===== config.mk =====
export PLATFORM = sky130hd
export DESIGN_NAME = fft_collect_flat
export DESIGN_NICKNAME = d
export VERILOG_FILES = /design/src/rtl/fft_pkg.sv /design/src/rtl/fft_collect_if.sv /design/src/rtl/fft_bank16.sv /design/src/rtl/fft_collect.sv /design/src/flat_wrapper.sv
export SDC_FILE = /design/constraint.sdc
export NUM_CORES = 2
export LEC_CHECK = 0
export CAP_MARGIN = 15
export CORE_MARGIN = 2
export CORE_UTILIZATION = 51
export CTS_CLUSTER_SIZE = 28
export DETAILED_ROUTE_END_ITERATION = 16
export HOLD_SLACK_MARGIN = 0.06
export PLACE_DENSITY = 0.77
export SYNTH_ARGS = -nofsm -noshare
export SYNTH_HDL_FRONTEND = slang
export SYNTH_SLANG_ARGS = --single-unit

===== constraint.sdc =====
create_clock -name clk -period 36.9 [get_ports clk]
set_clock_uncertainty 0.15 [all_clocks]
set_input_delay 9.225 -clock clk [delete_from_list [all_inputs] [get_ports clk]]
set_output_delay 9.225 -clock clk [all_outputs]
set_load 0.005 [all_outputs]

===== src/rtl/fft_pkg.sv =====
// Shared constants, read-FSM encoding and slot-order helper for the FFT frame collector.
package fft_pkg;

  localparam int DW    = 32;
  localparam int N_PTS = 16;
  localparam int IDX_W = 4;

  typedef enum logic [1:0] {
    R_IDLE    = 2'd0,
    R_PRESENT = 2'd1,
    R_WAIT    = 2'd2
  } rstate_t;

  function automatic logic [IDX_W-1:0] bitrev4(input logic [IDX_W-1:0] k);
    return {k[0], k[1], k[2], k[3]};
  endfunction

endpackage


===== src/rtl/fft_collect_if.sv =====
// Sample-in / frame-out bundle between the FFT core, the collector and the peak analyzer.
interface fft_collect_if;
  logic                   in_valid;
  logic                   in_ready;
  logic [fft_pkg::DW-1:0] in_data;
  logic                   drop;
  logic                   fft_valid;
  logic                   ana_done;
  logic [fft_pkg::DW-1:0] fft_d0,  fft_d1,  fft_d2,  fft_d3;
  logic [fft_pkg::DW-1:0] fft_d4,  fft_d5,  fft_d6,  fft_d7;
  logic [fft_pkg::DW-1:0] fft_d8,  fft_d9,  fft_d10, fft_d11;
  logic [fft_pkg::DW-1:0] fft_d12, fft_d13, fft_d14, fft_d15;

  modport master (
    output in_valid, in_data, ana_done,
    input  in_ready, drop, fft_valid,
    input  fft_d0, fft_d1, fft_d2, fft_d3, fft_d4, fft_d5, fft_d6, fft_d7,
    input  fft_d8, fft_d9, fft_d10, fft_d11, fft_d12, fft_d13, fft_d14, fft_d15
  );

  modport slave (
    input  in_valid, in_data, ana_done,
    output in_ready, drop, fft_valid,
    output fft_d0, fft_d1, fft_d2, fft_d3, fft_d4, fft_d5, fft_d6, fft_d7,
    output fft_d8, fft_d9, fft_d10, fft_d11, fft_d12, fft_d13, fft_d14, fft_d15
  );
endinterface


===== src/rtl/fft_bank16.sv =====
// One 16-entry frame bank: single write port, all entries visible in parallel.
module fft_bank16
  import fft_pkg::*;
(
  input  logic                        clk,
  input  logic                        rst,
  input  logic                        we,
  input  logic [IDX_W-1:0]            waddr,
  input  logic [DW-1:0]               wdata,
  output logic [N_PTS-1:0][DW-1:0]    rd
);

  logic [N_PTS-1:0][DW-1:0] mem;

  always_ff @(posedge clk or posedge rst) begin
    if (rst) begin
      mem <= '0;
    end else if (we) begin
      mem[waddr] <= wdata;
    end
  end

  assign rd = mem;

endmodule


===== src/rtl/fft_collect.sv =====
// Double-buffered serial-to-parallel collector: fills one bank while the analyzer reads the other.
// state     | meaning
// R_IDLE    | no frame presented; pick the oldest full bank
// R_PRESENT | fft_valid pulse cycle for the chosen bank
// R_WAIT    | frame held on fft_d* until ana_done releases it
module fft_collect
  import fft_pkg::*;
#(
  parameter bit BIT_REV = 1'b1
) (
  input  logic clk,
  input  logic rst,
  fft_collect_if.slave bus
);

  logic [IDX_W-1:0]         wcnt;
  logic                     wbank;
  logic                     rbank;
  logic [1:0]               full;
  rstate_t                  rstate;
  logic                     fft_valid_q;
  logic                     accept;
  logic                     last;
  logic                     rel;
  logic                     other_free;
  logic [IDX_W-1:0]         waddr;
  logic [N_PTS-1:0][DW-1:0] rd0, rd1, rd_sel;

  assign accept     = bus.in_valid && !full[wbank];
  assign last       = accept && (wcnt == IDX_W'(N_PTS - 1));
  assign rel        = (rstate == R_WAIT) && bus.ana_done;
  // The other bank counts as free if it is released on this very edge.
  assign other_free = !full[~wbank] || (rel && (rbank == ~wbank));
  assign waddr      = BIT_REV ? bitrev4(wcnt) : wcnt;

  assign bus.in_ready  = !full[wbank];
  assign bus.drop      = bus.in_valid && full[wbank];
  assign bus.fft_valid = fft_valid_q;

  always_ff @(posedge clk or posedge rst) begin
    if (rst) begin
      wcnt  <= '0;
      wbank <= 1'b0;
      full  <= 2'b00;
    end else begin
      if (accept) wcnt <= wcnt + IDX_W'(1);
      if (rel)    full[rbank] <= 1'b0;
      if (last)   full[wbank] <= 1'b1;
      if (last ? other_free : (full[wbank] && rel && (rbank != wbank)))
        wbank <= ~wbank;
    end
  end

  always_ff @(posedge clk or posedge rst) begin
    if (rst) begin
      rstate      <= R_IDLE;
      rbank       <= 1'b0;
      fft_valid_q <= 1'b0;
    end else begin
      fft_valid_q <= 1'b0;
      case (rstate)
        R_IDLE: begin
          if (full[~wbank]) begin
            rbank       <= ~wbank;
            rstate      <= R_PRESENT;
            fft_valid_q <= 1'b1;
          end else if (full[wbank]) begin
            rbank       <= wbank;
            rstate      <= R_PRESENT;
            fft_valid_q <= 1'b1;
          end
        end
        R_PRESENT: rstate <= R_WAIT;
        R_WAIT:    if (bus.ana_done) rstate <= R_IDLE;
        default:   rstate <= R_IDLE;
      endcase
    end
  end

  fft_bank16 u_bank0 (
    .clk   (clk),
    .rst   (rst),
    .we    (accept && !wbank),
    .waddr (waddr),
    .wdata (bus.in_data),
    .rd    (rd0)
  );

  fft_bank16 u_bank1 (
    .clk   (clk),
    .rst   (rst),
    .we    (accept && wbank),
    .waddr (waddr),
    .wdata (bus.in_data),
    .rd    (rd1)
  );

  assign rd_sel = rbank ? rd1 : rd0;

  assign bus.fft_d0  = rd_sel[0];
  assign bus.fft_d1  = rd_sel[1];
  assign bus.fft_d2  = rd_sel[2];
  assign bus.fft_d3  = rd_sel[3];
  assign bus.fft_d4  = rd_sel[4];
  assign bus.fft_d5  = rd_sel[5];
  assign bus.fft_d6  = rd_sel[6];
  assign bus.fft_d7  = rd_sel[7];
  assign bus.fft_d8  = rd_sel[8];
  assign bus.fft_d9  = rd_sel[9];
  assign bus.fft_d10 = rd_sel[10];
  assign bus.fft_d11 = rd_sel[11];
  assign bus.fft_d12 = rd_sel[12];
  assign bus.fft_d13 = rd_sel[13];
  assign bus.fft_d14 = rd_sel[14];
  assign bus.fft_d15 = rd_sel[15];

endmodule


===== src/flat_wrapper.sv =====
// flat-port wrapper written by rule: the top's interface ports become plain ports
module fft_collect_flat import fft_pkg::*;
#(
  parameter bit BIT_REV = 1'b1
)
  (clk, rst, bus_in_valid, bus_in_data, bus_ana_done, bus_in_ready, bus_drop, bus_fft_valid, bus_fft_d0, bus_fft_d1, bus_fft_d2, bus_fft_d3, bus_fft_d4, bus_fft_d5, bus_fft_d6, bus_fft_d7, bus_fft_d8, bus_fft_d9, bus_fft_d10, bus_fft_d11, bus_fft_d12, bus_fft_d13, bus_fft_d14, bus_fft_d15);
  fft_collect_if bus_i ();
  input  logic clk;
  input  logic rst;
  input wire logic [$bits(bus_i.in_valid)-1:0] bus_in_valid;
  input wire logic [$bits(bus_i.in_data)-1:0] bus_in_data;
  input wire logic [$bits(bus_i.ana_done)-1:0] bus_ana_done;
  output wire logic [$bits(bus_i.in_ready)-1:0] bus_in_ready;
  output wire logic [$bits(bus_i.drop)-1:0] bus_drop;
  output wire logic [$bits(bus_i.fft_valid)-1:0] bus_fft_valid;
  output wire logic [$bits(bus_i.fft_d0)-1:0] bus_fft_d0;
  output wire logic [$bits(bus_i.fft_d1)-1:0] bus_fft_d1;
  output wire logic [$bits(bus_i.fft_d2)-1:0] bus_fft_d2;
  output wire logic [$bits(bus_i.fft_d3)-1:0] bus_fft_d3;
  output wire logic [$bits(bus_i.fft_d4)-1:0] bus_fft_d4;
  output wire logic [$bits(bus_i.fft_d5)-1:0] bus_fft_d5;
  output wire logic [$bits(bus_i.fft_d6)-1:0] bus_fft_d6;
  output wire logic [$bits(bus_i.fft_d7)-1:0] bus_fft_d7;
  output wire logic [$bits(bus_i.fft_d8)-1:0] bus_fft_d8;
  output wire logic [$bits(bus_i.fft_d9)-1:0] bus_fft_d9;
  output wire logic [$bits(bus_i.fft_d10)-1:0] bus_fft_d10;
  output wire logic [$bits(bus_i.fft_d11)-1:0] bus_fft_d11;
  output wire logic [$bits(bus_i.fft_d12)-1:0] bus_fft_d12;
  output wire logic [$bits(bus_i.fft_d13)-1:0] bus_fft_d13;
  output wire logic [$bits(bus_i.fft_d14)-1:0] bus_fft_d14;
  output wire logic [$bits(bus_i.fft_d15)-1:0] bus_fft_d15;
  assign bus_i.in_valid = bus_in_valid;
  assign bus_i.in_data = bus_in_data;
  assign bus_i.ana_done = bus_ana_done;
  assign bus_in_ready = bus_i.in_ready;
  assign bus_drop = bus_i.drop;
  assign bus_fft_valid = bus_i.fft_valid;
  assign bus_fft_d0 = bus_i.fft_d0;
  assign bus_fft_d1 = bus_i.fft_d1;
  assign bus_fft_d2 = bus_i.fft_d2;
  assign bus_fft_d3 = bus_i.fft_d3;
  assign bus_fft_d4 = bus_i.fft_d4;
  assign bus_fft_d5 = bus_i.fft_d5;
  assign bus_fft_d6 = bus_i.fft_d6;
  assign bus_fft_d7 = bus_i.fft_d7;
  assign bus_fft_d8 = bus_i.fft_d8;
  assign bus_fft_d9 = bus_i.fft_d9;
  assign bus_fft_d10 = bus_i.fft_d10;
  assign bus_fft_d11 = bus_i.fft_d11;
  assign bus_fft_d12 = bus_i.fft_d12;
  assign bus_fft_d13 = bus_i.fft_d13;
  assign bus_fft_d14 = bus_i.fft_d14;
  assign bus_fft_d15 = bus_i.fft_d15;
  fft_collect #(.BIT_REV(BIT_REV)) u_core (.clk(clk), .rst(rst), .bus(bus_i));
endmodule

# ---- After elaboration in Yosys (flattened, before gate mapping)
# Cells that the tools add are included.
# W data, S select, Z words.
dict set report classes {
  addsub 1
  n_mul 0
  div 0
  magnitude_cmp 7
  n_eq_ne 7
  shift 0
  n_mux 25
  bitwise 4
  n_reduce_logical 20
}
# op n
set ops {}
lappend ops {{$bwmux W512} 2}
lappend ops {{$mux W512} 1}
lappend ops {{$demux W32 S4} 1}
lappend ops {{$mux W32} 1}
lappend ops {{$logic_and A1 B1 Y1} 12}
lappend ops {{$mux W1} 12}
lappend ops {{$mux W2} 5}
lappend ops {{$lt A1 B2 Y1 const B} 3}
lappend ops {{$pmux W2 S3} 1}
lappend ops {{$lt A4 B5 Y1 const B} 1}
lappend ops {{$add A4 B1 Y4 const B} 1}
lappend ops {{$eq A4 B4 Y1 const B} 1}
lappend ops {{$ge A4 B1 Y1 const B} 1}
lappend ops {{$reduce_and A2 Y1} 2}
lappend ops {{$logic_not A1 Y1} 3}
lappend ops {{$ne A3 B1 Y1 const B} 1}
lappend ops {{$and A2 B2 Y2} 1}
lappend ops {{$demux W1 S1} 2}
lappend ops {{$eq A2 B1 Y1 const B} 1}
lappend ops {{$eq A2 B2 Y1 const B} 1}
lappend ops {{$ge A1 B1 Y1 const B} 2}
lappend ops {{$logic_not A2 Y1} 1}
lappend ops {{$ne A2 B2 Y1 const B} 1}
lappend ops {{$not A2 Y2} 1}
lappend ops {{other kinds (6)} 6}
dict set report word_totals {
  register_bits 1035
  latchBits 0
  mem_bits_rw 0
  mem_bits_ro 0
  inputBits 36
  output_inout_bits 515
  word_cells 102
  mem_count 0
}

# ---- Longest topological paths before layout
dict set report logic_depth {
  word_depth 9
  ltp_mapped 7
}

# ---- Cells and area by module
# From an unflattened synthesis, not the netlist that was laid out.
dict set report unflattened {
  hier_cells 2891
  hier_area_um2 45802.7
}
# module instances cells_per_inst area_per_inst_um2
set modules_own_cells {}
lappend modules_own_cells {{fft_bank16 at u_core.u_bank1} 1 1135 19127.1}
lappend modules_own_cells {{fft_bank16 at u_core.u_bank0} 1 1135 19112.1}
lappend modules_own_cells {fft_collect 1 621 7563.5}

# ---- Worst setup path before layout
# OpenSTA, ideal clock, no wires.
dict set report synth_path {
  path_kind {input-to-output}
  from {input port bus_in_valid}
  to {output port bus_drop}
  arrival_time_ns 9.497
  required_ns 27.525
  path_slack_ns 18.028
  path_stages 2
  cell_sequence {buf_4 > nor2b_1}
}
dict set report synth_via {
  elab_chain_cells 1
}
# item line_no
set synth_lines {}
lappend synth_lines {{start: declaration} flat_wrapper.sv:10} ;# input wire logic [$bits(bus_i.in_valid)-1:0] bus_in_valid;
lappend synth_lines {{$logic_and A1 B1 Y1} fft_collect.sv:37} ;# assign bus.drop = bus.in_valid && full[wbank];
lappend synth_lines {{end: declaration} flat_wrapper.sv:14} ;# output wire logic [$bits(bus_i.drop)-1:0] bus_drop;
# Every way passes these cells.

# ---- Worst setup path after layout
# Same ends and word-level chain as after synthesis.

==> flow_metrics.env <==
export IMPL_hold_class="reg2reg"
export IMPL_grt_pass1_wl_um=180000
export IMPL_drt_iter0_markers=1221
export IMPL_num_antenna_cells=0
export IMPL_tightestPinTransition_ns=1.20
export IMPL_worst_ep_required_time_ns=27.52
export IMPL_seq_area_frac_synth_pct=57.5
export IMPL_ys_warn_count=0
export IMPL_dr_pass1_iters=4
export IMPL_crit_top_cell="clkdlybuf4s50_1"
export IMPL_dpl_cell_area_um2=51400
export IMPL_slowest_stage="clkdlybuf4s50_1"
export IMPL_final_nets=3422
export IMPL_synth_area_per_cell_um2=15.4
export IMPL_endpoint="bus_drop"
export IMPL_grt_pass1_vias=28500
export IMPL_finalHoldViolCount=0
export IMPL_dr_total_vias=26100
export IMPL_cp_startpoint="bus_in_valid"
export IMPL_path_class="in2out"
export IMPL_n_fill_cell=6145
export IMPL_cts_sinks=1035
export IMPL_worst_path_max_fanout=15
export IMPL_synth_edf_count=0
export IMPL_core_um2=87200
export IMPL_drv_slew=0
export IMPL_fin_tns_setup_ns=0
export IMPL_grt_overflow=0
export IMPL_synth_seq_cells=1035
export IMPL_synthArstFlopShare_pct=100
export IMPL_finalSetupViolCount=0
export IMPL_end_kind="output pin"
export IMPL_min_period_ns=20.26
export IMPL_yosys_most_used_dff="dfrtp_1"
export IMPL_synth_top_area_share_pct=57.5
export IMPL_timing_final_crit_share_pct=54.9
export IMPL_cts_htree_levels=3
export IMPL_p_leak_nw=25.5
export IMPL_cts_repair_resized=0
export IMPL_yosysUniqueCellTypes=40
export IMPL_rr_worst_depth=3
export IMPL_drive_gt1_share_pct=50.4
export IMPL_final_common_cell="mux2_2"
export IMPL_die_w_um=301
export IMPL_dp_final_hpwl_um=76200
export IMPL_gp_congestion=0.803
export IMPL_wl_per_cell_um=26.1
export IMPL_relSlewSlack_pct=19.7
export IMPL_clock_tree_root_cell="clkbuf_16"
export IMPL_clockBufferDepth=3
export IMPL_max_stage_delay_ns=0.88
export IMPL_crit_cells=3
export IMPL_initial_core_util_pct=51.6
export IMPL_fp_row_count=108
export IMPL_drc=0
export IMPL_outcome="finished, final reports clean"
export IMPL_post_synth_top_area_cell="dfrtp_1"
export IMPL_grt_setup_unrepaired="no"
export IMPL_ir_drop_uv=53.9
export IMPL_cts_setup_buffers=0
export IMPL_p_per_area_nw_per_um2=93.1
export IMPL_io_pins=551
export IMPL_grt_total_usage_pct=26.3
export IMPL_path_buf_inv=2
export IMPL_hold_start="u_core.u_bank0.rd[66]$_DFFE_PP0P_"
export IMPL_antenna_found_initial=2
export IMPL_numPortBuffers=550
export IMPL_syn_inst=2922
export IMPL_layout_common_cells="mux2_2, dfrtp_1, clkdlybuf4s50_1"
export IMPL_cap_viol_max_count=0
export IMPL_insertion_delay_ns=0.66
export IMPL_cts_hold_buf=0
export IMPL_synthTopCellsByArea="dfrtp_1, mux2_2, mux2_1"
export IMPL_syn_nets=2962
export IMPL_grt_max_degree=199
export IMPL_start_kind="input port"
export IMPL_reg2reg_from="u_core.wbank$_DFFE_PP0P_"
export IMPL_syn_cell_area_um2=45000
export IMPL_die_area_um2=90600
export IMPL_wirelength_um=121000
export IMPL_cts_inserted_buffers=107
export IMPL_reg2reg_slack_ns=33.88
export IMPL_cts_reportedPaths_clkPinSlew_ns=0.06
export IMPL_fin_total_pwr_mw=5.16
export IMPL_detail_route_antenna_nets=0
export IMPL_cts_tree="built"
export IMPL_cp_arrival_ns=10.88
export IMPL_area_delta_synth_final_pct=23.1
export IMPL_r2r_end="u_core.u_bank0.rd[18]$_DFFE_PP0P_"
export IMPL_cp_cell_sequence="clkdlybuf4s50_1 > nor2b_1 > clkdlybuf4s50_1"
export IMPL_max_freq_mhz=49.4
export IMPL_viasPerCell=5.65
export IMPL_die_y_um=301
export IMPL_crit_family="buffers and inverters"
export IMPL_final_area_um2=55400
## final cells by class
type                    count  area [µm²]  share of cell area, %
well taps                1155        1450                   2.61
clock buffers             158        3210                   5.80
multi-input cells        1621       18000                   32.6
repair buffers            613        6150                   11.1
clock inverters            38         638                   1.15
inverters                   4        18.8                 0.0339
flip-flops and latches   1035       25900                   46.7
## power by group
| group | internal [mW] | leakage, nW | switching (mW) | total [mW] |
|---|---|---|---|---|
| Combinational | 1.31 | 10.2 | 0.779 | 2.09 |
| Clock | 0.713 | 1.90 | 0.452 | 1.16 |
| Sequential | 1.63 | 13.4 | 0.269 | 1.90 |
| Total | 3.66 | 25.5 | 1.50 | 5.16 |
## registers in the layout, indices dropped and copies added (netlist names)
| name | cells |
|---|---|
| u_core.wcnt | 4 |
| u_core.full | 2 |
| u_core.rstate | 2 |
| u_core.u_bank0.rd | 512 |
| u_core.bus.fft_valid | 1 |
| u_core.rbank | 1 |
| u_core.u_bank1.rd | 512 |
| u_core.wbank | 1 |
## cell usage after synthesis, drive strengths merged (3+ instances only)
library cell,count
and3,3
buf,127
nand2,17
nor2b,7
dfrtp,1035
inv,4
xnor2,3
and4bb,4
nand4b,3
nor2,16
ha,4
mux2,1538
nand2b,4
clkbuf,135
## cells by family after synthesis
group                    synth area share [%]
buffers and inverters                    2.67
XOR/XNOR                               0.0584
multiplexers                             38.5
flip-flops                               57.5
AO/OA/AOI/OAI                           0.139
AND/OR/NAND/NOR                         0.981
adder cells (fa/ha/maj)                 0.111
## routing by layer
metal | vias to the layer above | wire length (µm) | track usage [%]
met5 | - | 0 | 0
met4 | 0 | 5250 | 11.3
met3 | 220 | 7260 | 6.38
met2 | 683 | 58600 | 43.6
met1 | 13900 | 49500 | 33.0
li1 | 11300 | - | -
## worst min path at each step
stage,to,slack (ns),cells after the start
final,u_core.u_bank0.rd[66]$_DFFE_PP0P_,0.33,1
after CTS,u_core.u_bank0.rd[66]$_DFFE_PP0P_,0.34,1
after global routing,u_core.u_bank0.rd[469]$_DFFE_PP0P_,0.35,1
after detailed placement,u_core.u_bank0.rd[452]$_DFFE_PP0P_,0.32,1
after floorplan,u_core.u_bank0.rd[100]$_DFFE_PP0P_,0.30,1
after global placement,u_core.u_bank0.rd[91]$_DFFE_PP0P_,0.31,1
## metrics by stage
step,hold slack [ns],worst slack [ns],utilization (%),instances
4_1_cts,0.338,16.63,63.4,4616
2_1_floorplan,0.304,13.26,-,2922
3_3_place_gp,0.313,16.66,58.9,4420
3_5_place_dp,0.321,16.65,58.9,4420
5_1_grt,0.348,16.57,63.6,4624
6_report,0.332,16.64,63.6,4624
(Power assumes the default switching activity.)
